### src/rtl/a25_copro15_pkg.sv
// Shared types and constants for the Amber 25 extended CP15 block.
// Register numbers, flush FSM states and the fault entry layout.
package a25_copro15_pkg;

    localparam logic [3:0] CRN_ID         = 4'd0;
    localparam logic [3:0] CRN_FLUSH      = 4'd1;
    localparam logic [3:0] CRN_CACHE      = 4'd2;
    localparam logic [3:0] CRN_CACHEABLE  = 4'd3;
    localparam logic [3:0] CRN_UPDATEABLE = 4'd4;
    localparam logic [3:0] CRN_DISRUPTIVE = 4'd5;
    localparam logic [3:0] CRN_FSTATUS    = 4'd6;
    localparam logic [3:0] CRN_FADDR      = 4'd7;
    localparam logic [3:0] CRN_FPOP       = 4'd8;

    localparam logic [1:0] OP_MCR = 2'd2;

    typedef enum logic [1:0] {
        FL_IDLE,
        FL_BUSY,
        FL_GAP
    } flush_state_t;

    typedef struct packed {
        logic [7:0]  status;
        logic [31:0] address;
    } fault_entry_t;

endpackage

### src/rtl/a25_fault_fifo.sv
// Fault record FIFO with sticky overflow.
// Depth need not be a power of two; pointers wrap explicitly.
module a25_fault_fifo
    import a25_copro15_pkg::*;
#(
    parameter int DEPTH = 4
) (
    input  logic        i_clk,
    input  logic        i_rst_n,
    input  logic        i_push,
    input  logic [7:0]  i_status,
    input  logic [31:0] i_address,
    input  logic        i_pop,
    output logic [7:0]  o_head_status,
    output logic [31:0] o_head_address,
    output logic [3:0]  o_count,
    output logic        o_overflow
);

    localparam int            PW   = (DEPTH > 1) ? $clog2(DEPTH) : 1;
    localparam logic [PW-1:0] LAST = PW'(DEPTH - 1);
    localparam logic [3:0]    FULL = 4'(DEPTH);

    fault_entry_t  mem [DEPTH];
    logic [PW-1:0] rd_ptr;
    logic [PW-1:0] wr_ptr;
    logic [3:0]    count;
    logic          overflow;
    logic          empty;
    logic          full;
    logic          do_pop;
    logic          do_push;
    fault_entry_t  head;

    function automatic logic [PW-1:0] bump(input logic [PW-1:0] p);
        return (p == LAST) ? '0 : p + 1'b1;
    endfunction

    assign empty   = (count == 4'd0);
    assign full    = (count == FULL);
    assign do_pop  = i_pop && !empty;
    // A simultaneous pop frees the slot, so a push into a full FIFO still lands
    assign do_push = i_push && (!full || do_pop);

    always_ff @(posedge i_clk or negedge i_rst_n) begin
        if (!i_rst_n) begin
            for (int i = 0; i < DEPTH; i++) begin
                mem[i] <= '0;
            end
            rd_ptr   <= '0;
            wr_ptr   <= '0;
            count    <= '0;
            overflow <= 1'b0;
        end else begin
            if (do_push) begin
                mem[wr_ptr] <= '{status: i_status, address: i_address};
                wr_ptr      <= bump(wr_ptr);
            end
            if (do_pop) begin
                rd_ptr <= bump(rd_ptr);
            end
            if (do_push && !do_pop) begin
                count <= count + 4'd1;
            end else if (do_pop && !do_push) begin
                count <= count - 4'd1;
            end
            if (i_pop) begin
                overflow <= 1'b0;
            end else if (i_push && full) begin
                overflow <= 1'b1;
            end
        end
    end

    assign head           = empty ? '0 : mem[rd_ptr];
    assign o_head_status  = head.status;
    assign o_head_address = head.address;
    assign o_count        = count;
    assign o_overflow     = overflow;

endmodule

### src/rtl/a25_copro15_ext.sv
// Extended CP15: cache control, region registers, fault FIFO,
// registered region lookup and flush request handshake.
module a25_copro15_ext
    import a25_copro15_pkg::*;
#(
    parameter int          REGION_BITS  = 5,
    parameter int          REGION_SHIFT = 21,
    parameter int          FAULT_DEPTH  = 4,
    parameter logic [31:0] ID_VALUE     = 32'h4156_0301
) (
    input  logic        i_clk,
    input  logic        i_rst_n,
    input  logic        i_core_stall,
    input  logic [3:0]  i_copro_crn,
    input  logic [1:0]  i_copro_operation,
    input  logic [31:0] i_copro_write_data,
    output logic [31:0] o_copro_read_data,
    input  logic        i_fault,
    input  logic [7:0]  i_fault_status,
    input  logic [31:0] i_fault_address,
    input  logic        i_access_valid,
    input  logic        i_access_write,
    input  logic [31:0] i_access_address,
    output logic        o_access_cacheable,
    output logic        o_access_updateable,
    output logic        o_access_disruptive,
    output logic        o_cache_enable,
    output logic        o_cache_flush_req,
    input  logic        i_cache_flush_done,
    output logic        o_flush_busy
);

    localparam int NR       = 2 ** REGION_BITS;
    localparam int HI_SHIFT = REGION_SHIFT + REGION_BITS;

    logic [2:0]             cache_control;
    logic [NR-1:0]          cacheable;
    logic [NR-1:0]          updateable;
    logic [NR-1:0]          disruptive;
    logic                   wr;
    logic                   fifo_pop;
    logic [7:0]             head_status;
    logic [31:0]            head_address;
    logic [3:0]             fifo_count;
    logic                   fifo_overflow;
    logic [31:0]            rd_val;
    logic [REGION_BITS-1:0] idx;
    logic                   in_range;
    logic                   hit_c;
    logic                   hit_u;
    logic                   hit_d;
    logic                   trigger;
    flush_state_t           state;
    flush_state_t           state_n;
    logic                   pending;
    logic                   pending_n;

    assign wr       = !i_core_stall && (i_copro_operation == OP_MCR);
    assign fifo_pop = wr && (i_copro_crn == CRN_FPOP);

    always_ff @(posedge i_clk or negedge i_rst_n) begin
        if (!i_rst_n) begin
            cache_control <= '0;
            cacheable     <= '0;
            updateable    <= '0;
            disruptive    <= '0;
        end else if (wr) begin
            case (i_copro_crn)
                CRN_CACHE:      cache_control <= i_copro_write_data[2:0];
                CRN_CACHEABLE:  cacheable     <= i_copro_write_data[NR-1:0];
                CRN_UPDATEABLE: updateable    <= i_copro_write_data[NR-1:0];
                CRN_DISRUPTIVE: disruptive    <= i_copro_write_data[NR-1:0];
                default: ;
            endcase
        end
    end

    a25_fault_fifo #(
        .DEPTH (FAULT_DEPTH)
    ) u_fifo (
        .i_clk          (i_clk),
        .i_rst_n        (i_rst_n),
        .i_push         (i_fault && !i_core_stall),
        .i_status       (i_fault_status),
        .i_address      (i_fault_address),
        .i_pop          (fifo_pop),
        .o_head_status  (head_status),
        .o_head_address (head_address),
        .o_count        (fifo_count),
        .o_overflow     (fifo_overflow)
    );

    always_comb begin
        rd_val = '0;
        case (i_copro_crn)
            CRN_ID:         rd_val = ID_VALUE;
            CRN_FLUSH:      rd_val = {31'd0, o_flush_busy};
            CRN_CACHE:      rd_val = {29'd0, cache_control};
            CRN_CACHEABLE:  rd_val = 32'(cacheable);
            CRN_UPDATEABLE: rd_val = 32'(updateable);
            CRN_DISRUPTIVE: rd_val = 32'(disruptive);
            CRN_FSTATUS:    rd_val = {fifo_overflow, 11'd0, fifo_count,
                                      8'd0, head_status};
            CRN_FADDR:      rd_val = head_address;
            default:        rd_val = '0;
        endcase
    end

    always_ff @(posedge i_clk or negedge i_rst_n) begin
        if (!i_rst_n) begin
            o_copro_read_data <= '0;
        end else if (!i_core_stall) begin
            o_copro_read_data <= rd_val;
        end
    end

    // Addresses beyond the last region never hit anything
    assign idx      = i_access_address[REGION_SHIFT +: REGION_BITS];
    assign in_range = (i_access_address >> HI_SHIFT) == 32'd0;
    assign hit_c    = i_access_valid && in_range && cacheable[idx];
    assign hit_u    = i_access_valid && in_range && updateable[idx];
    assign hit_d    = i_access_valid && in_range && disruptive[idx];

    always_ff @(posedge i_clk or negedge i_rst_n) begin
        if (!i_rst_n) begin
            o_access_cacheable  <= 1'b0;
            o_access_updateable <= 1'b0;
            o_access_disruptive <= 1'b0;
        end else if (!i_core_stall) begin
            o_access_cacheable  <= hit_c;
            o_access_updateable <= hit_u;
            o_access_disruptive <= hit_d;
        end
    end

    assign trigger = (wr && (i_copro_crn == CRN_FLUSH))
                   || (!i_core_stall && i_access_write
                       && hit_d && cache_control[0]);

    always_ff @(posedge i_clk or negedge i_rst_n) begin
        if (!i_rst_n) begin
            state   <= FL_IDLE;
            pending <= 1'b0;
        end else begin
            state   <= state_n;
            pending <= pending_n;
        end
    end

    // Done is honoured even while stalled so the cache never waits on the core
    always_comb begin
        state_n   = state;
        pending_n = pending;
        case (state)
            FL_IDLE: begin
                if (trigger) begin
                    state_n = FL_BUSY;
                end
            end
            FL_BUSY: begin
                if (i_cache_flush_done) begin
                    state_n   = (pending || trigger) ? FL_GAP : FL_IDLE;
                    pending_n = 1'b0;
                end else if (trigger) begin
                    pending_n = 1'b1;
                end
            end
            FL_GAP: begin
                if (!i_core_stall) begin
                    state_n = FL_BUSY;
                end
            end
            default: begin
                state_n   = FL_IDLE;
                pending_n = 1'b0;
            end
        endcase
    end

    assign o_cache_flush_req = (state == FL_BUSY);
    assign o_flush_busy      = (state != FL_IDLE);
    assign o_cache_enable    = cache_control[0];

endmodule

### config.mk
export PLATFORM = sky130hd
export DESIGN_NAME = a25_copro15_ext
export DESIGN_NICKNAME = d
export VERILOG_FILES = /design/src/rtl/a25_copro15_pkg.sv /design/src/rtl/a25_fault_fifo.sv /design/src/rtl/a25_copro15_ext.sv
export SDC_FILE = /design/constraint.sdc
export NUM_CORES = 1
export LEC_CHECK = 0
export CORE_AREA = 2 2 171 173
export DETAILED_ROUTE_END_ITERATION = 16
export DIE_AREA = 0 0 173 175
export PLACE_DENSITY = 0.72
export SYNTH_ARGS = -nofsm -noshare
export SYNTH_HDL_FRONTEND = slang
export SYNTH_SLANG_ARGS = --single-unit
export TNS_END_PERCENT = 20
### constraint.sdc
create_clock -name i_clk -period 3.3 [get_ports i_clk]
set_input_delay 0.33 -clock i_clk [delete_from_list [all_inputs] [get_ports i_clk]]
set_output_delay 0.33 -clock i_clk [all_outputs]
set_load 0.1 [all_outputs]
=== Word level (Yosys, flattened, before mapping) ===
Index checks and enable logic that the tools add are counted.

* Bits in registers: 306
* Bits of input ports: 117
* Output and inout port bits: 38
* Logic and storage cells: 118

* Add/subtract/negate cells: 4
* Order comparisons: 4
* Equal/unequal tests: 18
* Multiplexer cells: 28
* Bitwise operators: 3
* Reduce and logical (&&, ||, !) cells: 39

{| class="wikitable"
|+ Operator list
! cell !! count
|-
| $pmux 32 s8 || 1
|-
| $bwmux 160 || 1
|-
| $mux 40 || 4
|-
| $bmux 40 s2 || 1
|-
| $demux 40 s2 || 1
|-
| $logic_not 32->1 || 1
|-
| $eq 4x3->1 const B || 5
|-
| $logic_and 1x1->1 || 17
|-
| $bmux 1 s5 || 3
|-
| $mux 2 || 6
|-
| $reduce_and 2->1 || 5
|-
| $eq 2x2->1 const B || 4
|-
| $eq 4x2->1 const B || 2
|-
| $logic_not 4->1 || 2
|-
| $mux 4 || 2
|-
| $mux 1 || 7
|-
| $ge 3x3->1 const B || 2
|-
| $lt 5x6->1 const B || 1
|-
| $not 2->3 || 2
|-
| $pmux 2 s3 || 1
|-
| $reduce_bool 2->1 || 3
|-
| $logic_not 1->1 || 5
|-
| $add 2x1->2 const B || 2
|-
| $add 4x1->4 const B || 1
|-
| other kinds (14) || 17
|}

=== Logic depth before layout (Yosys ltp) ===
* Depth after elaboration: 10
* Mapped depth: 12

=== Cells and area by module ===
Synthesis repeated with hierarchy kept, for this count alone.

* Cells, all modules: 1018
* Area total of the unflattened synthesis: 14730.4 µm²

{| class="wikitable"
|+ By module, submodules not included
! module !! instances !! cells an instance !! area each (µm²)
|-
| a25_fault_fifo || 1 || 488 || 7888.8
|-
| a25_copro15_ext || 1 || 530 || 6841.6
|}

=== Least setup slack after synthesis ===
No wires, ideal clock.

* Path kind: input-to-reg
* Start: in i_copro_operation[0]
* End: reg u_fifo.count[3] (netlist: u_fifo.o_count[3])
* Arrival time: 2.313 ns
* Data required time: 3.175 ns
* Setup slack: 0.861 ns
* Stages: 12
* Cell sequence: nor3b_2 and4b_1 o211a_1 buf_2 ha_1 inv_1 ha_1 a21o_1 a21oi_1 xnor2_1 nor2_1 xor2_1

* Cells in the longest elaborated chain, start to end: 9
* Elaborated cells between the ends (all ways): 12
* Those cells by class: eq/ne: 1; mux: 1; reduce/logical: 10

{| class="wikitable"
|+ RTL lines
! what !! line !! source
|-
| from (decl) || a25_copro15_ext.sv:15 || <nowiki>input logic [1:0] i_copro_operation,</nowiki>
|-
| $eq 2x2->1 * || a25_copro15_ext.sv:58 || <nowiki>assign wr = !i_core_stall && (i_copro_operation == OP_MCR);</nowiki>
|-
| $logic_and 1x1->1 * || a25_copro15_ext.sv:58 ||
|-
| $logic_and 1x1->1 * || a25_copro15_ext.sv:59 || <nowiki>assign fifo_pop = wr && (i_copro_crn == CRN_FPOP);</nowiki>
|-
| $logic_and 1x1->1 * || a25_fault_fifo.sv:41 || <nowiki>assign do_pop = i_pop && !empty;</nowiki>
|-
| $logic_or 1x1->1 * || a25_fault_fifo.sv:43 || <nowiki>assign do_push = i_push && (!full || do_pop);</nowiki>
|-
| $logic_and 1x1->1 * || a25_fault_fifo.sv:43 ||
|-
| named net u_fifo.do_push || a25_fault_fifo.sv:32 || <nowiki>logic do_push;</nowiki>
|-
| $logic_not 1->1 || a25_fault_fifo.sv:64 || <nowiki>end else if (do_pop && !do_push) begin</nowiki>
|-
| $logic_and 1x1->1 || a25_fault_fifo.sv:64 ||
|-
| $reduce_bool 2->1 (no line) || - ||
|-
| to (signal assigned) || a25_fault_fifo.sv:63 || <nowiki>count <= count + 4'd1;</nowiki>
|-
| to (signal assigned) || a25_fault_fifo.sv:65 || <nowiki>count <= count - 4'd1;</nowiki>
|-
| to (decl) || a25_fault_fifo.sv:27 || <nowiki>logic [3:0] count;</nowiki>
|}

The timed path passes the listed nets; every way through them passes the cells marked *.
A chain may end at the register's enable or synchronous reset.

=== Worst setup path after layout ===
* Start: reg u_fifo.count[2] (netlist: u_fifo.o_count[2])
* End: reg u_fifo.count[3] (netlist: u_fifo.o_count[3])

* Cells in the longest elaborated chain, start to end: 8
* Elaborated cells between the ends (all ways): 16
* Those cells by class: add/sub: 2; eq/ne: 1; mux: 2; reduce/logical: 11

{| class="wikitable"
|+ RTL lines
! what
|-
| parallel branches: the longest is 8 deep, another holds $sub 4x1->4
|}

Several ways; the timed one is not identified. The select of a mux whose other input is x is not followed.

==> flow_metrics.env <==
export IMPL_status="completed"
export IMPL_postSynthCellCount=983
export IMPL_grt_usage=0.229
export IMPL_grt_antenna_before_repair=1
export IMPL_leakagePower_nw=7.33
export IMPL_fin_crit_ps=2670
export IMPL_clockBufferDepth=3
export IMPL_peakVddDrop_mv=0.325
export IMPL_async_reset_ff_frac=1.00
export IMPL_cts_setup_buffers=0
export IMPL_clkTransAtPathRegs_ps=60
export IMPL_wl_mm=33.8
export IMPL_drive_gt1_frac=0.366
export IMPL_setup_worst_path_start_class="register"
export IMPL_portBuffers=133
export IMPL_fin_tns_setup_ps=0
export IMPL_netlist_area_um2=14100
export IMPL_min_period_over_period=0.810
export IMPL_route_met3_wl_mm=1.90
export IMPL_cts_buffers=34
export IMPL_cp_end_kind="register"
export IMPL_dr_pass1_iters=6
export IMPL_synth_edf_count=0
export IMPL_hpwlAfterDp_mm=23.5
export IMPL_globalplace_congestion=0.832
export IMPL_yosys_warnings=0
export IMPL_initialDrtViolationCount=550
export IMPL_fin_hold_ws_ps=420
export IMPL_highest_layer="met4"
export IMPL_ys_seq_elements=306
export IMPL_route_detailed_drc=0
export IMPL_worstPathRequired_ps=3680
export IMPL_yosysSeqAreaShare=0.543
export IMPL_grt_pass1_vias=9421
export IMPL_setup_ws_ps=626
export IMPL_yosysUniqueCellTypes=51
export IMPL_cp_arrival_ps=3050
export IMPL_rrSetupSlack_ps=630
export IMPL_die_area_um2=30300
export IMPL_synth_main_ff_cell="dfrtp_1"
export IMPL_drv_slew=0
export IMPL_gr_total_overflow=0
export IMPL_syn_area_per_cell_um2=14.3
export IMPL_via_per_inst=5.86
export IMPL_grt_max_degree=91
export IMPL_root_buffer="clkbuf_16"
export IMPL_num_rows=62
export IMPL_wl_met2_mm=16.0
export IMPL_criticalPathCategory="reg -> reg"
export IMPL_relSlewSlack=0.326
export IMPL_placedCellCount=1480
export IMPL_area_growth_pct=21.7
export IMPL_setup_viol=0
export IMPL_chipHeight_um=175
export IMPL_post_cts_resized=0
export IMPL_finalHoldViolations=0
export IMPL_finalClockSkew_ps=9.82
export IMPL_nNetsFinal=1259
export IMPL_rsz0062_at_grt="false"
export IMPL_grt_first_pass_wirelength_mm=54.4
export IMPL_maxCapViolCount=0
export IMPL_tightest_slew_ps=1010
export IMPL_syn_nets=1109
export IMPL_ant_nets=0
export IMPL_cts_tree="done"
export IMPL_power_density_nw_per_um2=747
export IMPL_clock_latency_ps=500
export IMPL_drt_met1_wl_mm=15.1
export IMPL_power_mw=12.8
export IMPL_start_util=0.496
export IMPL_wl_per_cell_um=21.9
export IMPL_core_um2=28400
export IMPL_htreeDepth=2
export IMPL_pin_count=155
export IMPL_max_freq_mhz=374
export IMPL_pre_cts_ws_ps=401
export IMPL_clock_sinks=306
export IMPL_hold_class="in -> async"
export IMPL_fp_dieW_um=173
export IMPL_vias=9044
export IMPL_cp_max_fo=6
export IMPL_layoutNonFillerInstCount=1543
worst max-delay path, cell delays in order, from the launching register on:
cell	delay [ps]
dfrtp_1	450
or4_1	590
nand2_1	230
ha_1	230
inv_1	90
ha_1	280
a21o_1	150
a21oi_1	180
xnor2_1	140
nor2_1	70
xor2_1	140
sequential cells by signal, indices dropped and copies added, names as in the netlist:
name                 flops
disruptive              32
u_fifo.mem             160
o_access_disruptive      1
pending                  1
u_fifo.rd_ptr            2
o_copro_read_data       32
u_fifo.o_count           4
state                    2
updateable              32
cache_control            3
cacheable               32
u_fifo.wr_ptr            2
u_fifo.o_overflow        1
o_access_updateable      1
o_access_cacheable       1
cells in the mapped netlist, types with 4 or more instances:
master,instances,area share
nor3_1,5,0.0018
a222oi_1,5,0.0036
dfrtp_1,306,0.54
nand2b_1,4,0.0018
nor2_1,37,0.0099
clkbuf_1,20,0.0053
o21ai_0,7,0.0025
a21oi_1,13,0.0046
mux2_2,252,0.20
ha_1,8,0.0071
nand2_1,80,0.021
a22oi_1,29,0.015
a41oi_1,28,0.017
mux2_1,13,0.010
buf_1,13,0.0035
buf_2,29,0.010
mux2i_1,14,0.0099
inv_1,11,0.0029
mux4_2,63,0.10
stage by stage:
stage / cell area (um^2) / utilization
2_1_floorplan: 14100 / -
3_3_place_gp: 16000 / 0.564
3_5_place_dp: 16000 / 0.564
4_1_cts: 17100 / 0.604
5_1_grt: 17100 / 0.604
6_report: 17200 / 0.604
cell type report:
type / count / area [um^2]
fillers: 2244 / 11200
inverters: 11 / 41.3
clock buffers: 52 / 1000
well taps: 384 / 480
flip-flops and latches: 306 / 7660
repair buffers: 178 / 1710
clock inverters: 9 / 124
diodes: 1 / 2.50
multi-input cells: 602 / 6130
metal layers:
layer,up-vias,global-route usage
met4,0,0.0685
met5,-,0
met2,301,0.361
met1,4689,0.328
li1,4000,-
met3,54,0.0413
cell usage in the layout (no fill, tap or decap), types with 3 or more instances in the layout:
cell type / n
clkbuf_16: 35
clkbuf_1: 11
mux4_2: 63
nand2_1: 76
nand3_1: 3
nor2_1: 36
buf_12: 3
clkdlybuf4s50_1: 131
bufinv_16: 3
dfrtp_1: 304
ha_1: 8
a31oi_1: 3
xnor2_1: 3
a21oi_1: 13
clkbuf_8: 6
inv_1: 11
mux2i_1: 14
buf_4: 41
nand2b_1: 4
o21ai_0: 7
nor2b_1: 3
a41oi_1: 28
nor3_1: 3
clkinv_2: 5
mux2_2: 252
a22oi_1: 29
nand2_2: 4
a222oi_1: 5
mux2_1: 13
path summary, 6_finish.rpt:
check | startpoint | to | depth (start not counted)
worst max-delay path | u_fifo.o_count[2] | u_fifo.o_count[3] | 10
worst min-delay path | i_rst_n | u_fifo.mem[153] | 2
worst max register to register | u_fifo.o_count[2] | u_fifo.o_count[3] | 10
worst min register to register | u_fifo.mem[96] | u_fifo.mem[96] | 1
max in group asynchronous | i_rst_n | updateable[7] | 3
min in group i_clk | u_fifo.mem[96] | u_fifo.mem[96] | 1
where the power goes:
part	internal, mW	leakage (nW)	switching [mW]	total (mW)
clock	2.32	0.554	1.46	3.79
combinational	1.88	2.94	1.41	3.30
sequential	4.99	3.83	0.739	5.73
total	9.20	7.33	3.62	12.8
cell families (layout without fill, tap and decap cells):
family	Yosys count	in the layout	synth area share
AOI/OAI and AO/OA	106	106	0.0578
adders and majority gates	9	9	0.00852
muxes	342	342	0.322
and+or+nand+nor	141	141	0.0422
buffers and inverters	75	250	0.0233
DFF	306	306	0.543
other	0	1	0
xor gates and xnor gates	4	4	0.00249
repair_timing:
item,CTS,global route
endpoints found under the setup margin,0,0
endpoints found under the hold margin,84,0
hold buffers,1,0
Power figures use the tool's default switching activity.
